`src/rtl/gbm_path_sequencer.sv`:
```
// Sequences Monte-Carlo paths through one GBM step lane, keeping each path's spot
// price locally and allowing at most one outstanding step per path.
module gbm_path_sequencer #(
    parameter int WIDTH     = 32,
    parameter int QFRAC     = 16,
    parameter int NUM_PATHS = 8,
    parameter int NUM_STEPS = 16,
    parameter int PW        = (NUM_PATHS > 1) ? $clog2(NUM_PATHS) : 1,
    parameter int SW        = (NUM_STEPS > 1) ? $clog2(NUM_STEPS) : 1
) (
    input  logic             clk,
    input  logic             rst_n,
    input  logic             start,
    input  logic [WIDTH-1:0] S0,
    input  logic [WIDTH-1:0] r_in,
    input  logic [WIDTH-1:0] sigma_in,
    input  logic [WIDTH-1:0] dt_in,
    output logic             busy,
    output logic             done,
    input  logic             z_valid,
    output logic             z_ready,
    input  logic [WIDTH-1:0] z,
    output logic             gbm_valid,
    input  logic             gbm_ready,
    output logic [WIDTH-1:0] gbm_z,
    output logic [WIDTH-1:0] gbm_S,
    output logic [WIDTH-1:0] gbm_r,
    output logic [WIDTH-1:0] gbm_sigma,
    output logic [WIDTH-1:0] gbm_dt,
    input  logic             res_valid,
    output logic             res_ready,
    input  logic [WIDTH-1:0] res_S,
    output logic             out_valid,
    input  logic             out_ready,
    output logic [WIDTH-1:0] out_S,
    output logic [PW-1:0]    out_path,
    output logic [SW-1:0]    out_step,
    output logic             out_last
);

    if (QFRAC < 0 || QFRAC >= WIDTH) begin : g_bad_qfrac
        $error("QFRAC must lie within the word width");
    end

    typedef enum logic [1:0] {ST_IDLE, ST_ISSUE, ST_DRAIN, ST_DONE} state_t;

    localparam logic [PW-1:0] LAST_PATH = PW'(NUM_PATHS - 1);
    localparam logic [SW-1:0] LAST_STEP = SW'(NUM_STEPS - 1);

    state_t                 state_q, state_d;
    logic [PW-1:0]          issue_path_q, issue_path_d;
    logic [SW-1:0]          issue_step_q, issue_step_d;
    logic [PW-1:0]          ret_path_q, ret_path_d;
    logic [SW-1:0]          ret_step_q, ret_step_d;
    logic [NUM_PATHS-1:0]   pending_q, pending_d;
    logic [WIDTH-1:0]       r_q, r_d;
    logic [WIDTH-1:0]       sigma_q, sigma_d;
    logic [WIDTH-1:0]       dt_q, dt_d;
    logic [WIDTH-1:0]       s_file_q [NUM_PATHS];
    logic [WIDTH-1:0]       s_file_d [NUM_PATHS];

    logic issue_ok, ret_ok, issue_fire, res_fire;
    logic issue_is_last, ret_is_last;

    // Pending is read from the register, so a path returning this cycle issues next cycle.
    assign issue_ok      = (state_q == ST_ISSUE) && !pending_q[issue_path_q];
    assign ret_ok        = ((state_q == ST_ISSUE) || (state_q == ST_DRAIN)) && (|pending_q);
    assign issue_fire    = issue_ok && z_valid && gbm_ready;
    assign res_fire      = ret_ok && res_valid && out_ready;
    assign issue_is_last = (issue_path_q == LAST_PATH) && (issue_step_q == LAST_STEP);
    assign ret_is_last   = (ret_path_q == LAST_PATH) && (ret_step_q == LAST_STEP);

    assign busy      = (state_q == ST_ISSUE) || (state_q == ST_DRAIN);
    assign done      = (state_q == ST_DONE);
    assign gbm_valid = issue_ok && z_valid;
    assign z_ready   = issue_ok && gbm_ready;
    assign gbm_z     = z;
    assign gbm_S     = s_file_q[issue_path_q];
    assign gbm_r     = r_q;
    assign gbm_sigma = sigma_q;
    assign gbm_dt    = dt_q;
    assign res_ready = ret_ok && out_ready;
    assign out_valid = ret_ok && res_valid;
    assign out_S     = res_S;
    assign out_path  = ret_path_q;
    assign out_step  = ret_step_q;
    assign out_last  = out_valid && ret_is_last;

    always_comb begin
        state_d      = state_q;
        issue_path_d = issue_path_q;
        issue_step_d = issue_step_q;
        ret_path_d   = ret_path_q;
        ret_step_d   = ret_step_q;
        pending_d    = pending_q;
        r_d          = r_q;
        sigma_d      = sigma_q;
        dt_d         = dt_q;
        s_file_d     = s_file_q;

        case (state_q)
            ST_IDLE: begin
                if (start) begin
                    state_d      = ST_ISSUE;
                    r_d          = r_in;
                    sigma_d      = sigma_in;
                    dt_d         = dt_in;
                    pending_d    = '0;
                    issue_path_d = '0;
                    issue_step_d = '0;
                    ret_path_d   = '0;
                    ret_step_d   = '0;
                    for (int p = 0; p < NUM_PATHS; p++) begin
                        s_file_d[p] = S0;
                    end
                end
            end
            ST_ISSUE: begin
                if (issue_fire && issue_is_last) begin
                    state_d = ST_DRAIN;
                end
            end
            ST_DRAIN: begin
                if (res_fire && ret_is_last) begin
                    state_d = ST_DONE;
                end
            end
            ST_DONE: state_d = ST_IDLE;
            default: state_d = ST_IDLE;
        endcase

        // The returning path is always pending and the issuing path never is, so the
        // two updates below never touch the same pending bit.
        if (res_fire) begin
            s_file_d[ret_path_q]  = res_S;
            pending_d[ret_path_q] = 1'b0;
            if (ret_path_q == LAST_PATH) begin
                ret_path_d = '0;
                ret_step_d = ret_step_q + 1'b1;
            end else begin
                ret_path_d = ret_path_q + 1'b1;
            end
        end

        if (issue_fire) begin
            pending_d[issue_path_q] = 1'b1;
            if (issue_path_q == LAST_PATH) begin
                issue_path_d = '0;
                issue_step_d = issue_step_q + 1'b1;
            end else begin
                issue_path_d = issue_path_q + 1'b1;
            end
        end
    end

    always_ff @(posedge clk or negedge rst_n) begin
        if (!rst_n) begin
            state_q      <= ST_IDLE;
            issue_path_q <= '0;
            issue_step_q <= '0;
            ret_path_q   <= '0;
            ret_step_q   <= '0;
            pending_q    <= '0;
            r_q          <= '0;
            sigma_q      <= '0;
            dt_q         <= '0;
            s_file_q     <= '{default: '0};
        end else begin
            state_q      <= state_d;
            issue_path_q <= issue_path_d;
            issue_step_q <= issue_step_d;
            ret_path_q   <= ret_path_d;
            ret_step_q   <= ret_step_d;
            pending_q    <= pending_d;
            r_q          <= r_d;
            sigma_q      <= sigma_d;
            dt_q         <= dt_d;
            s_file_q     <= s_file_d;
        end
    end

endmodule

```
`config.mk`:
```
export PLATFORM = sky130hd
export DESIGN_NAME = gbm_path_sequencer
export DESIGN_NICKNAME = d
export VERILOG_FILES = /design/src/rtl/gbm_path_sequencer.sv
export SDC_FILE = /design/constraint.sdc
export NUM_CORES = 1
export LEC_CHECK = 0
export ABC_AREA = 1
export CORE_MARGIN = 3
export CORE_UTILIZATION = 34
export DETAILED_ROUTE_END_ITERATION = 12
export PLACE_DENSITY_LB_ADDON = 0.08
export SYNTH_ARGS = -nofsm -noshare
export SYNTH_HDL_FRONTEND = slang
export SYNTH_SLANG_ARGS = --single-unit
export TNS_END_PERCENT = 100
```
`constraint.sdc`:
```
create_clock -name clk -period 6.15 [get_ports clk]
set_clock_uncertainty 0.1 [all_clocks]
set_input_delay 1.23 -clock clk [delete_from_list [all_inputs] [get_ports clk]]
set_output_delay 1.23 -clock clk [all_outputs]
set_load 0.01 [all_outputs]
```
==> flow_summary.html <==
<table>
<tr><th>Metric</th><th>Value</th></tr>
<tr><th colspan="2">Worst hold path</th></tr>
<tr><td>Start point of the worst min-delay path</td><td>gbm_r[26]</td></tr>
<tr><td>Kind of path behind the tightest hold check</td><td>reg2reg</td></tr>
<tr><th colspan="2">Routing</th></tr>
<tr><td>Post-DR wirelength/cell</td><td>roughly 18 um</td></tr>
<tr><td>Routed wire length</td><td>between 60000 and 70000 um</td></tr>
<tr><td>First-iteration detailed-routing DRC count</td><td>956</td></tr>
<tr><td>Vias per cell</td><td>roughly 4.7</td></tr>
<tr><td>Highest metal layer used by the detailed router</td><td>met4</td></tr>
<tr><td>Vias after detailed routing</td><td>between 15000 and 20000</td></tr>
<tr><td>Detailed-router iteration count before antenna repair</td><td>6</td></tr>
<tr><td>Post-route antenna net violation count</td><td>0</td></tr>
<tr><td>Post-route DRC violation count</td><td>0</td></tr>
<tr><td>Met2 layer wire length in the routed design</td><td>approximately 30000 um</td></tr>
<tr><td>Met3 wire len</td><td>roughly 3300 um</td></tr>
<tr><td>Routed length on met1</td><td>around 29000 um</td></tr>
<tr><th colspan="2">Worst setup path</th></tr>
<tr><td>Critical Path End Type</td><td>primary output</td></tr>
<tr><td>Crit path from</td><td>issue_path_q[0]</td></tr>
<tr><td>Longest individual stage delay on the worst path</td><td>around 860 ps</td></tr>
<tr><td>Crit path arrival time</td><td>~4000 ps</td></tr>
<tr><td>Required arrival time at the worst endpoint</td><td>4820 ps</td></tr>
<tr><td>Cell breakdown of the critical path</td><td>inv_4 -&gt; nand3_1 -&gt; inv_2 -&gt; nand2_1 -&gt; o21ai_0 -&gt; nor2_1 -&gt; o211ai_1 -&gt; clkdlybuf4s50_1</td></tr>
<tr><td>Startpoint of the lowest-slack register-to-register path</td><td>state_q[0]</td></tr>
<tr><td>CP Max Fanout</td><td>30</td></tr>
<tr><td>Startpoint-to-endpoint class of the critical path</td><td>reg2out</td></tr>
<tr><td>Sort of element at the start of the critical path</td><td>flop</td></tr>
<tr><td>Slowest cell on the critical path</td><td>inv_2</td></tr>
<tr><th colspan="2">Yosys</th></tr>
<tr><td>Synthesized instance count</td><td>between 2000 and 3000</td></tr>
<tr><td>Mapped Nets</td><td>~2900</td></tr>
<tr><td>Number of warnings issued by yosys</td><td>0</td></tr>
<tr><td>Count of state elements after synthesis</td><td>roughly 380</td></tr>
<tr><td>Share of synthesized registers carrying an async set or reset</td><td>1.000</td></tr>
<tr><td>Commonest register cell after synthesis</td><td>dfrtp_1</td></tr>
<tr><td>Cell area after technology mapping</td><td>~20000 um^2</td></tr>
<tr><td>Number of unique standard cell types used by synthesis</td><td>34</td></tr>
<tr><td>Mean area per synthesized cell</td><td>approximately 7.4 um^2</td></tr>
<tr><td>Share of synthesized area occupied by flip-flops and latches</td><td>0.4772</td></tr>
<tr><td>Number of flops mapped to enable cells by yosys</td><td>0</td></tr>
<tr><th colspan="2">Power</th></tr>
<tr><td>Areal power density over the cells</td><td>slightly below 500 nW/um^2</td></tr>
<tr><td>IR drop worst, VDD</td><td>0.0002637 V</td></tr>
<tr><td>LEAKAGE</td><td>12.38 nW</td></tr>
<tr><th colspan="2">Cells and area</th></tr>
<tr><td>Final cell count without fillers</td><td>roughly 3600</td></tr>
<tr><td>Final-layout fill cell count</td><td>5740</td></tr>
<tr><td>Total area of multi-input combinational cells</td><td>7356 um^2</td></tr>
<tr><td>Ratio of cells with drive above 1 in the final layout</td><td>0.04234</td></tr>
<tr><td>Most frequent cells in the layout</td><td>672 x nand2_1, 393 x inv_1, 375 x dfrtp_1</td></tr>
<tr><td>Synth-to-Final Area Change</td><td>24.07%</td></tr>
<tr><td>Most common library cell in the layout ignoring fill and taps</td><td>nand2_1</td></tr>
<tr><td>Sequential Area</td><td>~9400 um^2</td></tr>
<tr><td>Final Net Count</td><td>3031</td></tr>
<tr><td>Diodes inserted</td><td>0</td></tr>
<tr><th colspan="2">GRT</th></tr>
<tr><td>Overflow left after global routing</td><td>0</td></tr>
<tr><td>Pin count of the biggest net entering global routing</td><td>between 100 and 150</td></tr>
<tr><td>Antenna violations before repair</td><td>0</td></tr>
<tr><td>Global-route wire length before repair</td><td>a little under 100000 um</td></tr>
<tr><td>All-Layer GR Usage</td><td>0.2053</td></tr>
<tr><td>Number of global-route vias before repair</td><td>16470</td></tr>
<tr><th colspan="2">CTS</th></tr>
<tr><td>CTS tree</td><td>built</td></tr>
<tr><td>Max H-tree Level</td><td>2</td></tr>
<tr><td>Worst skew pair latency</td><td>580 ps</td></tr>
<tr><td>Post-cts resize count</td><td>0</td></tr>
<tr><td>Number of buffers added for setup after CTS</td><td>0</td></tr>
<tr><td>Clock-pin transition on the worst setup and hold timing paths</td><td>60 ps</td></tr>
<tr><td>Hold bufs inserted after CTS</td><td>0</td></tr>
<tr><td>CTS Buf Count</td><td>46</td></tr>
<tr><td>Buffer cell driving the clock tree root</td><td>clkbuf_16</td></tr>
<tr><td>Max Buffers Root-to-Sink</td><td>3</td></tr>
<tr><td>Clock sink count</td><td>between 300 and 400</td></tr>
<tr><th colspan="2">Timing</th></tr>
<tr><td>Final total negative setup slack</td><td>0 ps</td></tr>
<tr><td>Share of the clock period used by the worst path after layout</td><td>0.8739</td></tr>
<tr><td>Min Tclk post-route</td><td>between 5000 and 6000 ps</td></tr>
<tr><td>Relative slew margins</td><td>0.2284</td></tr>
<tr><td>Actual transition at the worst max-transition pin</td><td>~1200 ps</td></tr>
<tr><td>Post-route worst setup slack</td><td>between 700 and 800 ps</td></tr>
<tr><td>Unrepaired setup endpoints after global routing</td><td>no</td></tr>
<tr><td>Fmax achieved</td><td>about 190 MHz</td></tr>
<tr><td>Number of pins exceeding their max-slew limit in the final report</td><td>0</td></tr>
<tr><td>Total count of hold-check failures in the final report</td><td>0</td></tr>
<tr><td>Final setup violation count</td><td>0</td></tr>
<tr><th colspan="2">Floorplan</th></tr>
<tr><td>Die X-Extent</td><td>246.8 um</td></tr>
<tr><td>Top-level port count</td><td>slightly above 400</td></tr>
<tr><td>Core outline area</td><td>around 57000 um^2</td></tr>
<tr><td>Total Die Area</td><td>between 60000 and 70000 um^2</td></tr>
<tr><td>Row cnt</td><td>slightly below 90</td></tr>
<tr><td>Die height</td><td>246.8 um</td></tr>
<tr><td>Starting density of the core</td><td>0.3463</td></tr>
<tr><th colspan="2">Place</th></tr>
<tr><td>Port bufs</td><td>340</td></tr>
<tr><td>Global placer's final weighted congestion</td><td>0.7658</td></tr>
<tr><td>Number of placed cells counting well taps</td><td>~3500</td></tr>
<tr><td>Placement-stage worst setup slack</td><td>between 1000 and 1500 ps</td></tr>
<tr><td>DPL Wire Length</td><td>between 30000 and 40000 um</td></tr>
<tr><th colspan="2">Job</th></tr>
<tr><td>Maximum capacitance violations</td><td>0</td></tr>
<tr><th colspan="2">Status</th></tr>
<tr><td>Outcome</td><td>completed</td></tr>
</table>
critical path: cells and delay by family (launching register included):
family | cells | cell delay (ps)
DFF | 1 | 660
AOI/OAI and AO/OA | 2 | 190
and+or+nand+nor | 3 | 670
buffers and inverters | 3 | 1920
power breakdown:
group / total [mW] / internal [mW] / switching (mW)
combinational: 5.09 / 2.23 / 2.86
sequential: 4.15 / 3.61 / 0.540
clock: 2.92 / 1.82 / 1.10
total: 12.2 / 7.66 / 4.50
per-stage QoR:
stage	util	hold WS, ps	instance area, um^2	power, mW
floorplan	-	376.1	19720	7.171
global placement	0.4008	361.3	22820	9.216
detailed placement	0.4008	364.5	22820	9.313
CTS	0.4296	380.1	24460	12.33
global route	0.4296	389.5	24460	13.14
finish	0.4296	374.7	24460	12.16
cell families after synthesis:
kind of cell,share of synthesized area
AOI/OAI and AO/OA,0.1536
xor gates and xnor gates,0.0004443
adders and majority gates,0.006981
buffers and inverters,0.1535
DFF,0.4772
and+or+nand+nor,0.2082
final cells by class:
cell class / instances / share of cell area
Sequential cell: 376 / 0.3847
Multi-Input combinational cell: 1638 / 0.3007
Timing Repair Buffer: 357 / 0.1466
Inverter: 402 / 0.06210
Clock buffer: 76 / 0.06123
Tap cell: 756 / 0.03867
Clock inverter: 9 / 0.005934
layer usage:
layer  vias to the layer above  track usage
li1                       8505            -
met1                      7902       0.2728
met2                       444       0.3453
met3                        88      0.03145
met4                         0      0.06198
met5                         -            0
flip-flops by register name (all words and copies together) (netlist names):
register,cells
state_q,2
pending_q,8
gbm_dt,32
issue_step_q,4
gbm_r,32
issue_path_q,3
s_file_q,256
out_step,4
gbm_sigma,32
out_path,3
cell usage after synthesis, drive strengths merged (5+ instances only):
cell    number  area [um^2]
dfrtp      376         9409
buf        167         1235
a221oi      18        157.7
nor2       316         1199
nand3       39        230.2
a21oi      310         1551
ha          11        137.6
o221ai       5        43.79
nand2      676         2547
o21ai      216         1081
clkbuf      70        279.0
nand4       17        112.6
o211ai       6        45.04
inv        399         1500
o22ai       12        75.07
worst paths after layout:
kind	end	slack [ps]	cells after the start
setup / recovery	gbm_S[29]	780	8
hold / removal	gbm_r[26]	370	2
setup reg to reg	s_file_q[119]	2570	9
hold reg to reg	gbm_r[26]	370	2
max in group asynchronous	s_file_q[37]	4090	2
min in group asynchronous	gbm_r[27]	560	1
Note: power is estimated with default switching activity, not from simulation.
